===== src/rtl/imem_fetch_ctrl.sv =====
// imem_fetch_ctrl: single-outstanding instruction fetch sequencer with a PC-tagged buffer toward decode
module imem_fetch_ctrl #(
  parameter logic [31:0] RESET_PC   = 32'h0000_0000,
  parameter int          FIFO_DEPTH = 2
) (
  input  logic        clk,
  input  logic        rst_n,
  input  logic        en,
  input  logic        redirect_valid,
  input  logic [31:0] redirect_pc,
  output logic        imem_req,
  output logic [31:0] imem_addr,
  input  logic        imem_gnt,
  input  logic        imem_rvalid,
  input  logic [31:0] imem_rdata,
  output logic        if_valid,
  output logic [31:0] if_instr,
  output logic [31:0] if_pc,
  input  logic        if_ready,
  output logic        busy
);
  localparam int AW = $clog2(FIFO_DEPTH);
  localparam logic [AW:0] DEPTH = (AW+1)'(FIFO_DEPTH);
  localparam logic [AW:0] DEPTH_M1 = (AW+1)'(FIFO_DEPTH - 1);
  typedef enum logic [1:0] {IDLE, REQ, WAIT, DRAIN} state_t;
  state_t state_q, state_d;
  logic [31:0] pc_q, pc_d, req_pc_q;
  logic [31:0] instr_q [FIFO_DEPTH];
  logic [31:0] pcs_q [FIFO_DEPTH];
  logic [AW-1:0] rd_q, wr_q;
  logic [AW:0] cnt_q, cnt_d;
  logic push, pop, space;
  assign push = state_q == WAIT && imem_rvalid && !redirect_valid;
  assign pop = if_valid && if_ready && !redirect_valid;
  assign space = redirect_valid || cnt_q < DEPTH;
  assign pc_d = redirect_valid ? redirect_pc & ~32'h3 : push ? pc_q + 32'd4 : pc_q;
  assign cnt_d = redirect_valid ? '0 : cnt_q + (AW+1)'(push) - (AW+1)'(pop);
  always_comb begin
    state_d = state_q;
    case (state_q)
      IDLE:  state_d = en && space ? REQ : IDLE;
      REQ:   state_d = !imem_gnt ? REQ : redirect_valid ? DRAIN : WAIT;
      WAIT:  state_d = imem_rvalid ? (en && (redirect_valid || cnt_q < DEPTH_M1) ? REQ : IDLE)
                                   : redirect_valid ? DRAIN : WAIT;
      DRAIN: state_d = imem_rvalid ? (en && space ? REQ : IDLE) : DRAIN;
    endcase
  end
  always_ff @(posedge clk or negedge rst_n)
    if (!rst_n) begin
      state_q  <= IDLE;
      pc_q     <= RESET_PC;
      req_pc_q <= '0;
      rd_q     <= '0;
      wr_q     <= '0;
      cnt_q    <= '0;
    end else begin
      state_q <= state_d;
      pc_q    <= pc_d;
      if (state_q == REQ && imem_gnt) req_pc_q <= pc_q;
      rd_q  <= redirect_valid ? '0 : rd_q + AW'(pop);
      wr_q  <= redirect_valid ? '0 : wr_q + AW'(push);
      cnt_q <= cnt_d;
    end
  always_ff @(posedge clk)
    if (push) begin
      instr_q[wr_q] <= imem_rdata;
      pcs_q[wr_q]   <= req_pc_q;
    end
  assign imem_req  = state_q == REQ;
  assign imem_addr = pc_q;
  assign if_valid  = cnt_q != '0;
  assign if_instr  = if_valid ? instr_q[rd_q] : '0;
  assign if_pc     = if_valid ? pcs_q[rd_q] : '0;
  assign busy      = state_q != IDLE || if_valid;
endmodule


===== config.mk =====
export PLATFORM = sky130hd
export DESIGN_NAME = imem_fetch_ctrl
export DESIGN_NICKNAME = d
export VERILOG_FILES = /design/src/rtl/imem_fetch_ctrl.sv
export SDC_FILE = /design/constraint.sdc
export NUM_CORES = 1
export LEC_CHECK = 0
export ABC_AREA = 1
export CORE_ASPECT_RATIO = 1.75
export CORE_UTILIZATION = 35
export DETAILED_ROUTE_END_ITERATION = 16
export GPL_TIMING_DRIVEN = 0
export PLACE_DENSITY = 0.58
export SLEW_MARGIN = 15
export SYNTH_ARGS = -nofsm -noshare
export SYNTH_HDL_FRONTEND = slang
export SYNTH_SLANG_ARGS = --single-unit

===== constraint.sdc =====
create_clock -name clk -period 4 [get_ports clk]
set_input_delay 0.8 -clock clk [delete_from_list [all_inputs] [get_ports clk]]
set_output_delay 0.8 -clock clk [all_outputs]
set_load 0.02 [all_outputs]

After elaboration in Yosys (flattened, before gate mapping). Memories as Yosys holds them, arrays and structs flattened. Cells that the tools add are included.

Register bits: 70. Bits in writable memories: 128. Bits of input ports: 71. Output and inout bits: 99. Logic and storage cells: 49. Memories: 2.

Add/sub/neg operators: 5. Order comparisons: 2. Equal/unequal tests: 3. Muxes and demuxes: 16. Reduce and logical (&&, ||, !) cells: 15.

Memories: instr_q (words 2, bits a word 32, rd ports 1, clocked after Yosys merged registers in 0, write ports 1, line 28) `logic [31:0] instr_q [FIFO_DEPTH];`; pcs_q (words 2, bits a word 32, rd ports 1, clocked after Yosys merged registers in 0, write ports 1, line 29) `logic [31:0] pcs_q [FIFO_DEPTH];`.

Operator list (number): $mux W32 (4); $add A32 B3 Y32 const B (1); $mux W2 (4); $pmux W2 S4 (1); $logic_and A1 B1 Y1 (7); $mux W1 (7); $reduce_bool A2 Y1 (3); $eq A2 B2 Y1 const B (2); $logic_or A1 B1 Y1 (3); $add A1 B1 Y1 (2); $add A2 B1 Y2 (1); $eq A2 B1 Y1 const B (1); $logic_not A2 Y1 (1); $lt A2 B1 Y1 const B (1); $lt A2 B2 Y1 const B (1); $sub A2 B1 Y2 (1); $logic_not A1 Y1 (1).

Longest topological paths before layout. Gate-level depths: netlist (run 1).

Depth after elaboration: 6. Depth in mapped cells: 10. Depth with buffers taken out: 10.

Worst setup path before layout (run 1). OpenSTA, ideal clock, no wires.

Kind: input port to flip-flop. Start point: in imem_rvalid. End point: mem instr_q[1][0] (enable). Arrival: 2.886 ns. Setup slack: 0.687 ns. Stages on the path: 6. Path buffers: 1. Path through: nand2_2 > nor2_4 > nand2_4 > clkinv_4 > buf_6 > ha_1.

Word-level cells in the longest chain between the ends: 4.

Ends and longest elaborated chain: start: declaration (line 14) `input logic imem_rvalid,`; $logic_and A1 B1 Y1 (2 in a row) (line 33) `assign push = state_q == WAIT && imem_rvalid && !redirect_valid;`; $mux W1 (line 65) `if (push) begin`; $mux W1 (not written as such) (line 66) `instr_q[wr_q] <= imem_rdata;`; end: declaration (line 28).

No other way between the ends.

Worst setup path in the final report (run 1).
Start point: reg rd_q. End point: out if_pc[24].

Word-level cells in the longest chain between the ends: 2.

Ends and longest elaborated chain: start: declaration (line 30) `logic [AW-1:0] rd_q, wr_q;`; start signal: assignment (line 60) `rd_q <= redirect_valid ? '0 : rd_q + AW'(pop);`; $mem_v2 Z2 W32; $mux W32 (line 73) `assign if_pc = if_valid ? pcs_q[rd_q] : '0;`; end: declaration (line 18) `output logic [31:0] if_pc,`.

No other way between the ends.

==> impl_metrics.ini, run 1 <==
[run_status]
status = completed

[global_routing]
grt-ovfl-total = 0
grt_pass1_wl_um = 33900
grt_usage_pct = 18.7
antenna_found_initial = 0
grt_start_max_net_pins = 44
grt_pass1_vias = 6215

[worst_setup_path]
crit_buf_inv = 3
critPathRequiredTime_ps = 3200
endpoint_kind = primary output
crit_type = reg2out
start_kind = flip-flop
critPathSlowestCell = clkdlybuf4s50_1
critPathArrivalTime_ps = 2510
max_stage_delay_ps = 640
critPathTopFamily = buffers and inverters
crit_chain = buf_2 > clkbuf_1 > nand2_1 > a21oi_1 > clkdlybuf4s50_1
worstPathMaxFanout = 10

[logic_synthesis]
yosysTopAreaCellShare_pct = 45.2
ys_ff_latch = 190
yosysMostFrequentCell = nand2_1
netlist_area_sq_um = 8240
netlist_top_cells_count = nand2_1 (290), edfxtp_1 (124), a21oi_1 (73)
ys_warn_count = 0
synth_edf_count = 124
ys_types = 36
async_reset_ff_share_pct = 34.7
syn-instance-count = 814
synth_top_cell_by_area = edfxtp_1
synth_top_flop_cell = edfxtp_1
synth_area_leaders = edfxtp_1 (45%), dfrtp_1 (20%), nand2_1 (13%)
avgSynthCellArea_sq_um = 10.1
ys_seq_area_share_pct = 65.2

[timing]
hold_slack_ps = 269
finalCritPeriodShare_pct = 82.7
finalHoldViolations = 0
setup_viol = 0
setup-tns-final_ps = 0
rsz0062_at_grt = no
min_period_ps = 3310
maxSlewViolCount = 0
worst_pin_slew_ps = 679
finClkSkew_ps = 10.5
fmax_mhz = 302
slew_headroom_pct = 54.8

[floorplan]
die_height_um = 205
row_count = 74
io-pin-count = 170
fp.coreArea_sq_um = 23200
die-area_sq_um = 24200
start_util_pct = 35.5
die_w_um = 118

[clock_network]
cts_tree = built
clk-insertion-delay-late_ps = 440
clockBufferDepth = 2
path_clk_slew_ps = 70
post_cts_buffers = 0
numCtsBuffers = 17
root_buffer = clkbuf_16
cts.sinks = 190
cts_resized = 0
hold_buffers = 0
ctsHtreeMaxLevel = 4

[final_layout]
design_area_sq_um = 10900
utilization_pct = 47.0
drive_above_1_share_pct = 8.18
synthToLayoutAreaGrowth_pct = 32.4
layout.nets = 1078
diodes = 0
fillers = 2214

[pwr]
power.total_mw = 5.51
p_leak_nw = 4.21
p_per_area_nw_per_um2 = 505
ir_worst_vdd_mv = 0.261

[detailed_routing]
dr.pass1.iters = 4
vias = 6163
routed_via_density = 4.67
wl_um = 21500
drc_errors = 0
drt_iter0_drc = 397
ant_nets = 0
wire_per_inst_um = 16.3

[placed_design]
dpl.hpwl_um = 16100
io_buffers = 163
dpl_cell_area_sq_um = 10400
routabilityCongestion = 0.894

[min_path]
hp-class = in2async

[flow_run]
maxCapViolations = 0
cell type report:
type	instances	area (sq um)	share of cell area, %
tap	304	380	3.48
clock inverter	14	129	1.18
multi-input combinational	545	2540	23.3
timing repair buffer	166	1700	15.5
buffer	36	189	1.73
sequential	190	5380	49.2
clock buffer	18	429	3.93
inverter	46	178	1.63
layer usage:
metal	global-route usage (%)	wire length, um	part of all wire, %
met5	0	0	0
met4	8.15	574	2.7
met3	3.09	729	3.4
met2	36.1	12100	56
met1	19.8	8130	38
stage by stage:
stage | cells | setup WS, ps
2_1_floorplan | 817 | 688
3_3_place_gp | 1284 | -1140
3_5_place_dp | 1287 | 652
4_1_cts | 1319 | 578
5_1_grt | 1319 | 423
6_report | 1319 | 693
worst paths after layout:
kind	to	cells past startpoint	start	slack, ps
worst min register to register	pcs_q[0][24]$_DFFE_PP_	0	req_pc_q[24]$_DFFE_PN0P_	470
worst min-delay path	imem_addr[22]$_DFFE_PN0N_	1	rst_n	270
worst max register to register	instr_q[0][6]$_DFFE_PP_	7	state_q[1]$_DFF_PN0_	1590
max in group asynchronous	req_pc_q[4]$_DFFE_PN0P_	2	rst_n	3190
min in group clk	pcs_q[0][24]$_DFFE_PP_	0	req_pc_q[24]$_DFFE_PN0P_	470
worst max-delay path	if_pc[24]	5	rd_q$_DFF_PN0_	690
cells by family (layout without fill, tap and decap cells):
logic type | after synthesis | count (layout) | synth area share [%]
buffers and inverters | 82 | 280 | 4.45
XOR/XNOR | 8 | 8 | 0.850
adder cells (fa/ha/maj) | 5 | 5 | 0.759
AO/OA/AOI/OAI | 117 | 117 | 7.32
AND/OR/NAND/NOR | 403 | 403 | 20.1
multiplexers | 8 | 8 | 1.32
flip-flops | 190 | 190 | 65.2
other | 1 | 4 | 0.0455
where the power goes:
group          internal (mW)  leakage (nW)  switching [mW]
Combinational          0.535          2.01           0.715
Sequential              2.42          1.93           0.230
Clock                  0.822         0.276           0.790
cell usage in the layout, fill, tap and decap left out, types with 4 or more instances in the layout:
cell             instances
a21oi_1                 73
buf_2                    7
buf_4                    5
buf_6                    4
clkbuf_1                21
clkbuf_16               17
clkdlybuf4s50_1        162
clkinv_4                 5
conb_1                   4
dfrtp_1                 66
edfxtp_1               124
inv_1                   38
inv_2                    6
inv_6                    4
mux2_4                   5
nand2_1                290
nand2_2                  4
nand3_1                 47
nor2_1                  47
nor2_2                   5
nor2_4                   5
o21ai_0                 10
o21ai_1                 26
xor2_1                   7
state kept, by name, summed over array words and instances, names as in the netlist:
register,cells
state_q,2
cnt_q,2
instr_q,64
pcs_q,60
rd_q,1
wr_q,1
imem_addr,30
req_pc_q,30
Power figures use the tool's default switching activity.
==> inputs of run 2 (changes only) <==
clock period = 3.1 ns   (was 4 ns; I/O delays follow)
==> run 2 against run 1 <==
Die area unchanged; global-route usage about the same; register-to-register slack worse by 900 ps; flip-flop and latch count unchanged; wire length barely moved; clock skew is essentially flat; design area increased by 0.38%; critical path depth increased by 1; combinational power is 30% higher; utilization rose by 0.18 points; worst hold slack got worse by 180 ps.
==> impl_metrics.ini, run 2 (synthesis results as in run 1) <==
[run_status]
status = completed

[final_layout]
layout_commonest_cell = nand2_1
layout.nets = 1078
drive_above_1_share_pct = 9.26
regMostFlops = instr_q
design_area_sq_um = 11000
largest_register_ffs = 64
largest_registers = instr_q x64, pcs_q x60
mostFrequentLayoutCells = nand2_1 (290), clkdlybuf4s50_1 (153), edfxtp_1 (124)
synthToLayoutAreaGrowth_pct = 32.9
diodes = 0

[pwr]
ir_worst_vdd_mv = 0.340
p_leak_nw = 4.38
p_per_area_nw_per_um2 = 649
power.total_mw = 7.11

[global_routing]
grt_start_max_net_pins = 44
antenna_found_initial = 0
grt_pass1_wl_um = 33900
grt-ovfl-total = 0
grt_pass1_vias = 6209
grt_usage_pct = 18.7

[clock_network]
clk-insertion-delay-late_ps = 440
cts_tree = built
cts.sinks = 190
path_clk_slew_ps = 70
post_cts_buffers = 0
root_buffer = clkbuf_16
ctsHtreeMaxLevel = 4
clockBufferDepth = 2
numCtsBuffers = 17

[timing]
worst_pin_slew_ps = 652
rsz0062_at_grt = yes
fmax_mhz = 340
setup-tns-final_ps = 0
min_period_ps = 2940
setup_viol = 0
finalCritPeriodShare_pct = 95.0
finalHoldViolations = 0
finClkSkew_ps = 10.9
maxSlewViolCount = 0
slew_headroom_pct = 56.5

[detailed_routing]
wire_per_inst_um = 16.3
drc_errors = 0
routed_via_density = 4.68
wl_um = 21500
ant_nets = 0
drt_iter0_drc = 377
vias = 6172
dr.pass1.iters = 4

[worst_setup_path]
crit_type = reg2out
worstPathMaxFanout = 10
critPathArrivalTime_ps = 2320
start_kind = flip-flop
endpoint_kind = primary output
critPathRequiredTime_ps = 2480

[placed_design]
dpl_cell_area_sq_um = 10400
routabilityCongestion = 0.894
dpl.hpwl_um = 16100
io_buffers = 163

[min_path]
hp-class = in2async

[floorplan]
io-pin-count = 170
fp.coreArea_sq_um = 23200
row_count = 74
die_w_um = 118
start_util_pct = 35.5
die-area_sq_um = 24200
die_height_um = 205

[flow_run]
maxCapViolations = 0
==> run 2: changes by cell type in the layout (fill, tap and decap cells not counted) <==
cell | before | now
clkbuf_2 | 0 | 10
dlygate4sd2_1 | 0 | 2
buf_4 | 5 | 7
inv_4 | 0 | 1
clkbuf_4 | 0 | 2
clkbuf_1 | 21 | 10
inv_2 | 6 | 5
clkdlybuf4s50_1 | 162 | 153
buf_2 | 7 | 4
dlymetal6s2s_1 | 0 | 7
==> run 2: worst paths after layout <==
kind | from | end | slack (ps) | depth (start not counted)
min reg2reg | req_pc_q[7]$_DFFE_PN0P_ | pcs_q[1][7]$_DFFE_PP_ | 470 | 0
min | rst_n | imem_addr[22]$_DFFE_PN0N_ | 90 | 1
max in group asynchronous | rst_n | req_pc_q[4]$_DFFE_PN0P_ | 2470 | 2
max | cnt_q[1]$_DFF_PN0_ | if_pc[26] | 160 | 6
min in group clk | req_pc_q[7]$_DFFE_PN0P_ | pcs_q[1][7]$_DFFE_PP_ | 470 | 0
max reg2reg | state_q[1]$_DFF_PN0_ | instr_q[0][6]$_DFFE_PP_ | 690 | 7
==> run 2: repair_timing <==
item	4_1_cts	5_1_grt
pin swaps	0	0
hold buffers	0	0
resized for setup	8	25
setup endpoints to repair	25	46
==> run 2: routing by layer <==
metal	vias up	GRT usage (%)	wire length (um)
met5	-	0	0
met2	133	35.9	12000
li1	3083	-	-
met4	0	8.15	608
met3	33	3.09	691
met1	2923	19.9	8180
==> run 2: power by group <==
group	total [mW]	internal (mW)	switching, mW
Sequential	3.42	3.13	0.296
Clock	2.07	1.06	1.01
Combinational	1.62	0.695	0.922
==> run 2: stage by stage <==
stage | instances | hold slack [ps] | worst slack (ps) | util (%)
after detailed placement | 1287 | 460 | -67.7 | 44.6
after floorplan | 817 | 324 | -32.5 | -
after global routing | 1319 | 99.3 | -1.23 | 47.1
after global placement | 1284 | 447 | -1860 | 44.2
after CTS | 1319 | 81.6 | -11.2 | 47.0
final | 1319 | 88.4 | 156 | 47.1
==> run 2: critical path: stages, from the launching register on <==
cell and delay (ps):
dfrtp_1 410, or2_2 290, clkbuf_2 160, inv_4 140
buf_2 240, a21oi_1 70, clkdlybuf4s50_1 570
==> run 2: layout make-up <==
type                    count  area, sq um
plain buffers              36          213
clock buffers              18          429
clock inverters            14          129
fillers                  2211        12300
inverters                  46          180
multi-input cells         545         2540
flip-flops and latches    190         5380
well taps                 304          380
repair buffers            166         1710
==> inputs of run 3 (changes only) <==
CTS_CLUSTER_SIZE = 14   (was default)
==> results of run 3 <==
No change in the layout: final DEF, timing and power equal those of run 2.
